--- src/rtl/pipe_ctrl_pkg.sv ---
// Shared definitions for the pipeline hazard controller:
// sequencer state encoding and the hard-wired zero register index.
package pipe_ctrl_pkg;

  typedef enum logic [1:0] {
    RUN   = 2'd0,
    STALL = 2'd1,
    FLUSH = 2'd2,
    MEM   = 2'd3
  } state_t;

  localparam logic [4:0] X0 = 5'd0;

endpackage

--- src/rtl/sat_counter.sv ---
// Saturating up-counter used for the hazard performance counters.
// Holds at all-ones instead of wrapping.
module sat_counter #(
  parameter int W = 32
) (
  input  logic         clk,
  input  logic         reset,
  input  logic         inc,
  output logic [W-1:0] count
);

  always_ff @(posedge clk) begin
    if (reset)
      count <= '0;
    else if (inc && count != '1)
      count <= count + 1'b1;
  end

endmodule

--- src/rtl/pipeline_hazard_ctrl.sv ---
// Stall/flush sequencer: load-use bubbles, branch flushes and
// memory-busy freezes for the 5-stage pipeline.
module pipeline_hazard_ctrl
  import pipe_ctrl_pkg::*;
#(
  parameter int BR_PENALTY  = 2,
  parameter int MEM_TIMEOUT = 255,
  parameter int CNT_W       = 32
) (
  input  logic             clk,
  input  logic             reset,
  input  logic [4:0]       if_id_rs1,
  input  logic [4:0]       if_id_rs2,
  input  logic             if_id_uses_rs2,
  input  logic             id_ex_MemRead,
  input  logic [4:0]       id_ex_Rd,
  input  logic             branch_taken,
  input  logic             mem_busy,
  output logic             hazard_detected,
  output logic             PCWrite,
  output logic             IF_ID_Write,
  output logic             if_id_flush,
  output logic             id_ex_flush,
  output logic             pipe_freeze,
  output logic             mem_timeout,
  output logic [CNT_W-1:0] stall_cnt,
  output logic [CNT_W-1:0] flush_cnt
);

  localparam logic [2:0] BR_RELOAD = 3'(BR_PENALTY - 1);
  localparam logic [7:0] TO_LIMIT  = 8'(MEM_TIMEOUT);

  state_t     state, state_n;
  logic [2:0] fcnt, fcnt_n;
  logic [7:0] wcnt, wcnt_n;
  logic       load_use;
  logic       br_ev;

  assign load_use = id_ex_MemRead && (id_ex_Rd != X0) &&
                    ((id_ex_Rd == if_id_rs1) ||
                     (if_id_uses_rs2 && id_ex_Rd == if_id_rs2));

  always_comb begin
    hazard_detected = 1'b0;
    PCWrite         = 1'b1;
    IF_ID_Write     = 1'b1;
    if_id_flush     = 1'b0;
    id_ex_flush     = 1'b0;
    pipe_freeze     = 1'b0;
    state_n         = state;
    fcnt_n          = fcnt;
    wcnt_n          = '0;
    br_ev           = 1'b0;
    if (reset) begin
      PCWrite     = 1'b0;
      IF_ID_Write = 1'b0;
      if_id_flush = 1'b1;
      id_ex_flush = 1'b1;
      state_n     = RUN;
      fcnt_n      = '0;
    end else if (state == MEM) begin
      // EX is frozen here, so a branch_taken pulse is not a real event
      if (mem_busy) begin
        PCWrite     = 1'b0;
        IF_ID_Write = 1'b0;
        pipe_freeze = 1'b1;
        wcnt_n      = (wcnt == TO_LIMIT) ? wcnt : wcnt + 8'd1;
      end else begin
        state_n = (fcnt != '0) ? FLUSH : RUN;
      end
    end else begin
      priority case (1'b1)
        branch_taken: begin
          if_id_flush = 1'b1;
          id_ex_flush = 1'b1;
          br_ev       = 1'b1;
          fcnt_n      = BR_RELOAD;
          state_n     = (BR_PENALTY > 1) ? FLUSH : RUN;
        end
        mem_busy: begin
          PCWrite     = 1'b0;
          IF_ID_Write = 1'b0;
          pipe_freeze = 1'b1;
          wcnt_n      = wcnt + 8'd1;
          state_n     = MEM;
        end
        (state == FLUSH): begin
          if_id_flush = 1'b1;
          fcnt_n      = fcnt - 3'd1;
          if (fcnt == 3'd1)
            state_n = RUN;
        end
        (state == RUN && load_use): begin
          hazard_detected = 1'b1;
          PCWrite         = 1'b0;
          IF_ID_Write     = 1'b0;
          state_n         = STALL;
        end
        default: state_n = RUN;
      endcase
    end
  end

  always_ff @(posedge clk) begin
    if (reset) begin
      state       <= RUN;
      fcnt        <= '0;
      wcnt        <= '0;
      mem_timeout <= 1'b0;
    end else begin
      state <= state_n;
      fcnt  <= fcnt_n;
      wcnt  <= wcnt_n;
      if (wcnt_n == TO_LIMIT)
        mem_timeout <= 1'b1;
    end
  end

  sat_counter #(.W(CNT_W)) u_stall_cnt (
    .clk   (clk),
    .reset (reset),
    .inc   (!PCWrite),
    .count (stall_cnt)
  );

  sat_counter #(.W(CNT_W)) u_flush_cnt (
    .clk   (clk),
    .reset (reset),
    .inc   (br_ev),
    .count (flush_cnt)
  );

endmodule

--- config.mk ---
export PLATFORM = sky130hd
export DESIGN_NAME = pipeline_hazard_ctrl
export DESIGN_NICKNAME = d
export VERILOG_FILES = /design/src/rtl/pipe_ctrl_pkg.sv /design/src/rtl/sat_counter.sv /design/src/rtl/pipeline_hazard_ctrl.sv
export SDC_FILE = /design/constraint.sdc
export NUM_CORES = 1
export LEC_CHECK = 0
export CAP_MARGIN = 5
export CORE_ASPECT_RATIO = 1.75
export CORE_MARGIN = 2
export CORE_UTILIZATION = 40
export DETAILED_ROUTE_END_ITERATION = 10
export DONT_BUFFER_PORTS = 1
export GPL_TIMING_DRIVEN = 1
export PLACE_DENSITY_LB_ADDON = 0.08
export REMOVE_ABC_BUFFERS = 1
export SYNTH_ARGS = -nofsm -noshare
export SYNTH_HDL_FRONTEND = slang
export SYNTH_SLANG_ARGS = --single-unit
--- constraint.sdc ---
create_clock -name clk -period 3 [get_ports clk]
set_clock_uncertainty 0.15 [all_clocks]
set_input_delay 0.6 -clock clk [delete_from_list [all_inputs] [get_ports clk]]
set_output_delay 0.6 -clock clk [all_outputs]
set_load 0.01 [all_outputs]
==> results_tabular.tex <==
\begin{tabular}{lr}
\hline
Metric & Value \\
\hline
\multicolumn{2}{l}{\textbf{Cells and area}} \\
Number of nets in the layout & 534 \\
Area Overhead vs Synth & 12.44\% \\
Post-Layout Cell Count & 639 \\
Diodes inserted & 0 \\
Count of filler cells inserted in the layout & 1,051 \\
Share of layout cells above drive strength 1 & 0.09961 \\
\multicolumn{2}{l}{\textbf{Critical path}} \\
Worst Path Arrival & 2.10 ns \\
Worst Setup End Kind & primary output \\
Buffer and inverter count on the worst path & 1 \\
Biggest cell delay along the critical path & 0.51 ns \\
Type of origin of the critical path & primary input \\
Worst-path cell with the longest stage delay & sky130\_fd\_sc\_hd\_\_or4\_1 \\
Critical path capture point & IF\_ID\_Write \\
Critical path startpoint & id\_ex\_Rd[1] \\
Beginning of the worst register-to-register path & u\_stall\_cnt.count[14] \\
Critical path class & in -> out \\
Number of cells on the worst reg-to-reg path & 6 \\
Cell breakdown of the critical path & or4\_1 -> o211a\_1 -> o21ai\_0 -> nor2\_1 -> nor2\_1 -> buf\_4 \\
Crit. path cell count & 6 \\
Critical Path RT & 2.25 ns \\
Crit path max fanout & 5 \\
Worst reg2reg path endpoint & u\_stall\_cnt.count[26] \\
Most frequent cell on the critical path & sky130\_fd\_sc\_hd\_\_nor2\_1 \\
CP delay by family, top & simple AND/OR/NAND/NOR gates \\
FF-to-FF setup slack & 0.35 ns \\
\multicolumn{2}{l}{\textbf{Logic synthesis}} \\
Post-synthesis area per instance & 8.261 um\^{}2 \\
Number of enable flip-flop cells after synthesis & 0 \\
Area of the mapped netlist & 4155 um\^{}2 \\
Total of flip-flops plus latches after synthesis & 78 \\
Yosys synthesis warning count & 0 \\
Number of cells produced by synthesis & 503 \\
Prevailing post-synth register cell & sky130\_fd\_sc\_hd\_\_dfxtp\_1 \\
Post-synthesis async set-or-reset flop share & 0 \\
Library cells used by synthesis & 63 \\
Proportion of synthesized chip area in sequential cells & 0.3758 \\
\multicolumn{2}{l}{\textbf{Clock tree}} \\
Bufs on Longest Clock Path & 2 \\
Clock transition at the registers of the reported paths & 0.06 ns \\
CTS buffer count & 9 \\
Cts-stage hold buffer count & 0 \\
Setup Fix Bufs, Post-CTS & 0 \\
TritonCTS clock tree & yes \\
Count of cells resized by post-cts repair & 0 \\
Clock tree sinks & 78 \\
Clock network latency to the later pin of the worst-skew pair & 0.33 ns \\
Level count of the clock H-tree & 3 \\
Clk root buf & sky130\_fd\_sc\_hd\_\_clkbuf\_16 \\
\multicolumn{2}{l}{\textbf{Pwr}} \\
Clock network fraction of total power & 0.523 \\
Sw frac & 0.2067 \\
Psw & 0.4999 mW \\
Leakage & 1.576 nW \\
Largest voltage drop on the vdd net & 327.8 uV \\
Part of the total power dissipated in sequential elements & 0.436 \\
Pwr dens & 517.6 nW/um\^{}2 \\
Design internal power & 1.918 mW \\
Combinational share of power & 0.040 \\
\multicolumn{2}{l}{\textbf{Routing}} \\
Detailed-routing iteration count for the pre-antenna-repair pass & 4 \\
Number of design rule violations left after detail routing & 0 \\
Routed Wire Length & 11,120 um \\
Vias per inst & 5.854 \\
Wirelength per Cell & 17.40 um \\
Antenna Violating Nets Remaining & 0 \\
DRT iter0 DRCs & 156 \\
Vias after detailed routing & 3,741 \\
\multicolumn{2}{l}{\textbf{Global routing}} \\
First-pass GRT wire length & 17,660 um \\
Total congestion overflow after global routing & 0 \\
Initial antenna violation count & 0 \\
Vias in the first global route & 3,516 \\
Largest net degree at the start of global routing & 78 \\
Overall global routing resource usage & 0.2001 \\
\multicolumn{2}{l}{\textbf{Die}} \\
Overall die width & 81.05 um \\
Die Outline Area & 11,250 um\^{}2 \\
Die Span Y & 138.8 um \\
Cell row count & 49 \\
Io pins & 92 \\
Placeable Area & 10,180 um\^{}2 \\
Initial Util & 0.4083 \\
\multicolumn{2}{l}{\textbf{Timing}} \\
Final period utilization & 0.9487 \\
Final max-slew violation count & 0 \\
Max Freq & 351.3 MHz \\
Setup repair after global routing missed its margin & no \\
Final hold violation count & 0 \\
Post-layout minimum cycle time & 2.846 ns \\
Setup TNS & 0 ns \\
Worst slew margin relative to its limit & 0.4307 \\
Worst Max-Slew Pin Slew & 0.8433 ns \\
Setup-violating endpoint count in the final report & 0 \\
\multicolumn{2}{l}{\textbf{Job}} \\
Max-capacitance violation count & 0 \\
\multicolumn{2}{l}{\textbf{Hold path}} \\
Startpoint of the lowest-slack hold path & reset \\
Min-Delay Path Class & in -> reg \\
\multicolumn{2}{l}{\textbf{Place}} \\
Port bufs & 0 \\
Post-Place Cells & 623 \\
HPWL after DPL & 8082 um \\
Last weighted congestion value of the routability-driven placer & 0.8279 \\
\multicolumn{2}{l}{\textbf{Outcome}} \\
Status & finished clean \\
\hline
\end{tabular}
logic make-up (layout without fill, tap and decap cells):
logic type / after synthesis / count (layout) / share of synthesized area
buffers and inverters: 31 / 40 / 0.03191
AOI/OAI and AO/OA: 79 / 79 / 0.1247
xor gates and xnor gates: 53 / 53 / 0.1117
adders and majority gates: 6 / 6 / 0.01807
muxes: 6 / 6 / 0.01596
and+or+nand+nor: 250 / 250 / 0.3219
DFF: 78 / 78 / 0.3758
registers in the layout (all words and copies together) (netlist names):
signal and flops:
fcnt 3, mem_timeout 1, state 2, u_flush_cnt.count 32
u_stall_cnt.count 32, wcnt 8
cells in the final DEF (no fill, tap or decap), drive strengths merged, types with 9 or more instances in the layout:
cell	synthesis	layout
dfxtp	78	78
nor2	72	72
nand2	40	40
clkbuf	17	10
and3	13	13
buf	4	14
nand4	28	28
nand3	27	27
or4	10	10
a21oi	22	22
inv	9	9
xor2	31	31
or3	10	10
nor4	12	12
xnor2	22	22
o21ai	19	19
how the worst min path moves through the flow:
stage                     cells past startpoint                    end
after CTS                                     1  u_stall_cnt.count[11]
after detailed placement                      1                wcnt[6]
after floorplan                               1                wcnt[6]
final                                         1   u_flush_cnt.count[5]
after global routing                          1   u_flush_cnt.count[5]
after global placement                        2                wcnt[1]
routing by layer:
metal  GRT usage  vias to the layer above  part of all wire
met5           0                        -                 0
met4     0.07939                        0             0.020
met3     0.06380                       22             0.072
met2      0.3493                      115              0.51
met1      0.2178                     1768              0.39
li1            -                     1836                 -
layout make-up:
class | count | area [um^2] | share of cell area
timing repair buffer | 14 | 105.1 | 0.02250
inverter | 10 | 37.54 | 0.008034
tap | 127 | 158.9 | 0.03401
sequential | 78 | 1562 | 0.3342
clock inverter | 6 | 108.9 | 0.02330
multi-input combinational | 394 | 2461 | 0.5268
clock buffer | 10 | 239.0 | 0.05115
power groups by stage:
stage	logic (mW)	registers [mW]	clock network, mW
4_1_cts	0.0993	1.05	1.31
3_3_place_gp	0.0971	1.08	0
2_1_floorplan	0.0711	1.08	0
3_5_place_dp	0.0988	1.08	0
6_report	0.0978	1.06	1.27
5_1_grt	0.110	1.06	1.35
through the flow:
step	setup slack, ns	hold slack, ns	power [mW]	util	cell area (um^2)
finish	0.1538	0.1897	2.418	0.4591	4672
global route	0.04660	0.1644	2.517	0.4591	4672
CTS	0.1078	0.1715	2.462	0.4591	4672
detailed placement	0.1061	0.3368	1.177	0.4249	4324
global placement	0.1318	0.3332	1.175	0.4249	4324
floorplan	-0.2505	0.3036	1.149	-	4060
synth_stat cells (5+ instances only):
library cell	n	area, um^2
sky130_fd_sc_hd__dfxtp_1	78	1562
sky130_fd_sc_hd__clkbuf_1	17	63.81
sky130_fd_sc_hd__nand3_1	26	130.1
sky130_fd_sc_hd__xnor2_1	22	192.7
sky130_fd_sc_hd__ha_1	6	75.07
sky130_fd_sc_hd__and4_1	8	70.07
sky130_fd_sc_hd__inv_1	9	33.78
sky130_fd_sc_hd__and2_1	8	50.05
sky130_fd_sc_hd__nand2_1	40	150.1
sky130_fd_sc_hd__or4_2	6	52.55
sky130_fd_sc_hd__o31ai_1	6	45.04
sky130_fd_sc_hd__nor4_1	12	75.07
sky130_fd_sc_hd__nand4_1	27	168.9
sky130_fd_sc_hd__nor2b_1	6	37.54
sky130_fd_sc_hd__nor3_1	7	35.03
sky130_fd_sc_hd__mux2_2	5	56.30
sky130_fd_sc_hd__and3_1	13	81.33
sky130_fd_sc_hd__nor2_1	72	270.3
sky130_fd_sc_hd__or3_1	7	43.79
sky130_fd_sc_hd__xor2_1	31	271.5
sky130_fd_sc_hd__o21ai_0	18	90.09
sky130_fd_sc_hd__a21oi_1	22	110.1
worst register-to-register path, cell delays in order, from the launching register on:
cell and delay (ns):
sky130_fd_sc_hd__dfxtp_1 0.51, sky130_fd_sc_hd__and4_1 0.36, sky130_fd_sc_hd__nand4_1 0.38, sky130_fd_sc_hd__nor2_1 0.39
sky130_fd_sc_hd__and2_1 0.20, sky130_fd_sc_hd__and4_1 0.22, sky130_fd_sc_hd__mux2_2 0.33
Power figures use the tool's default switching activity.
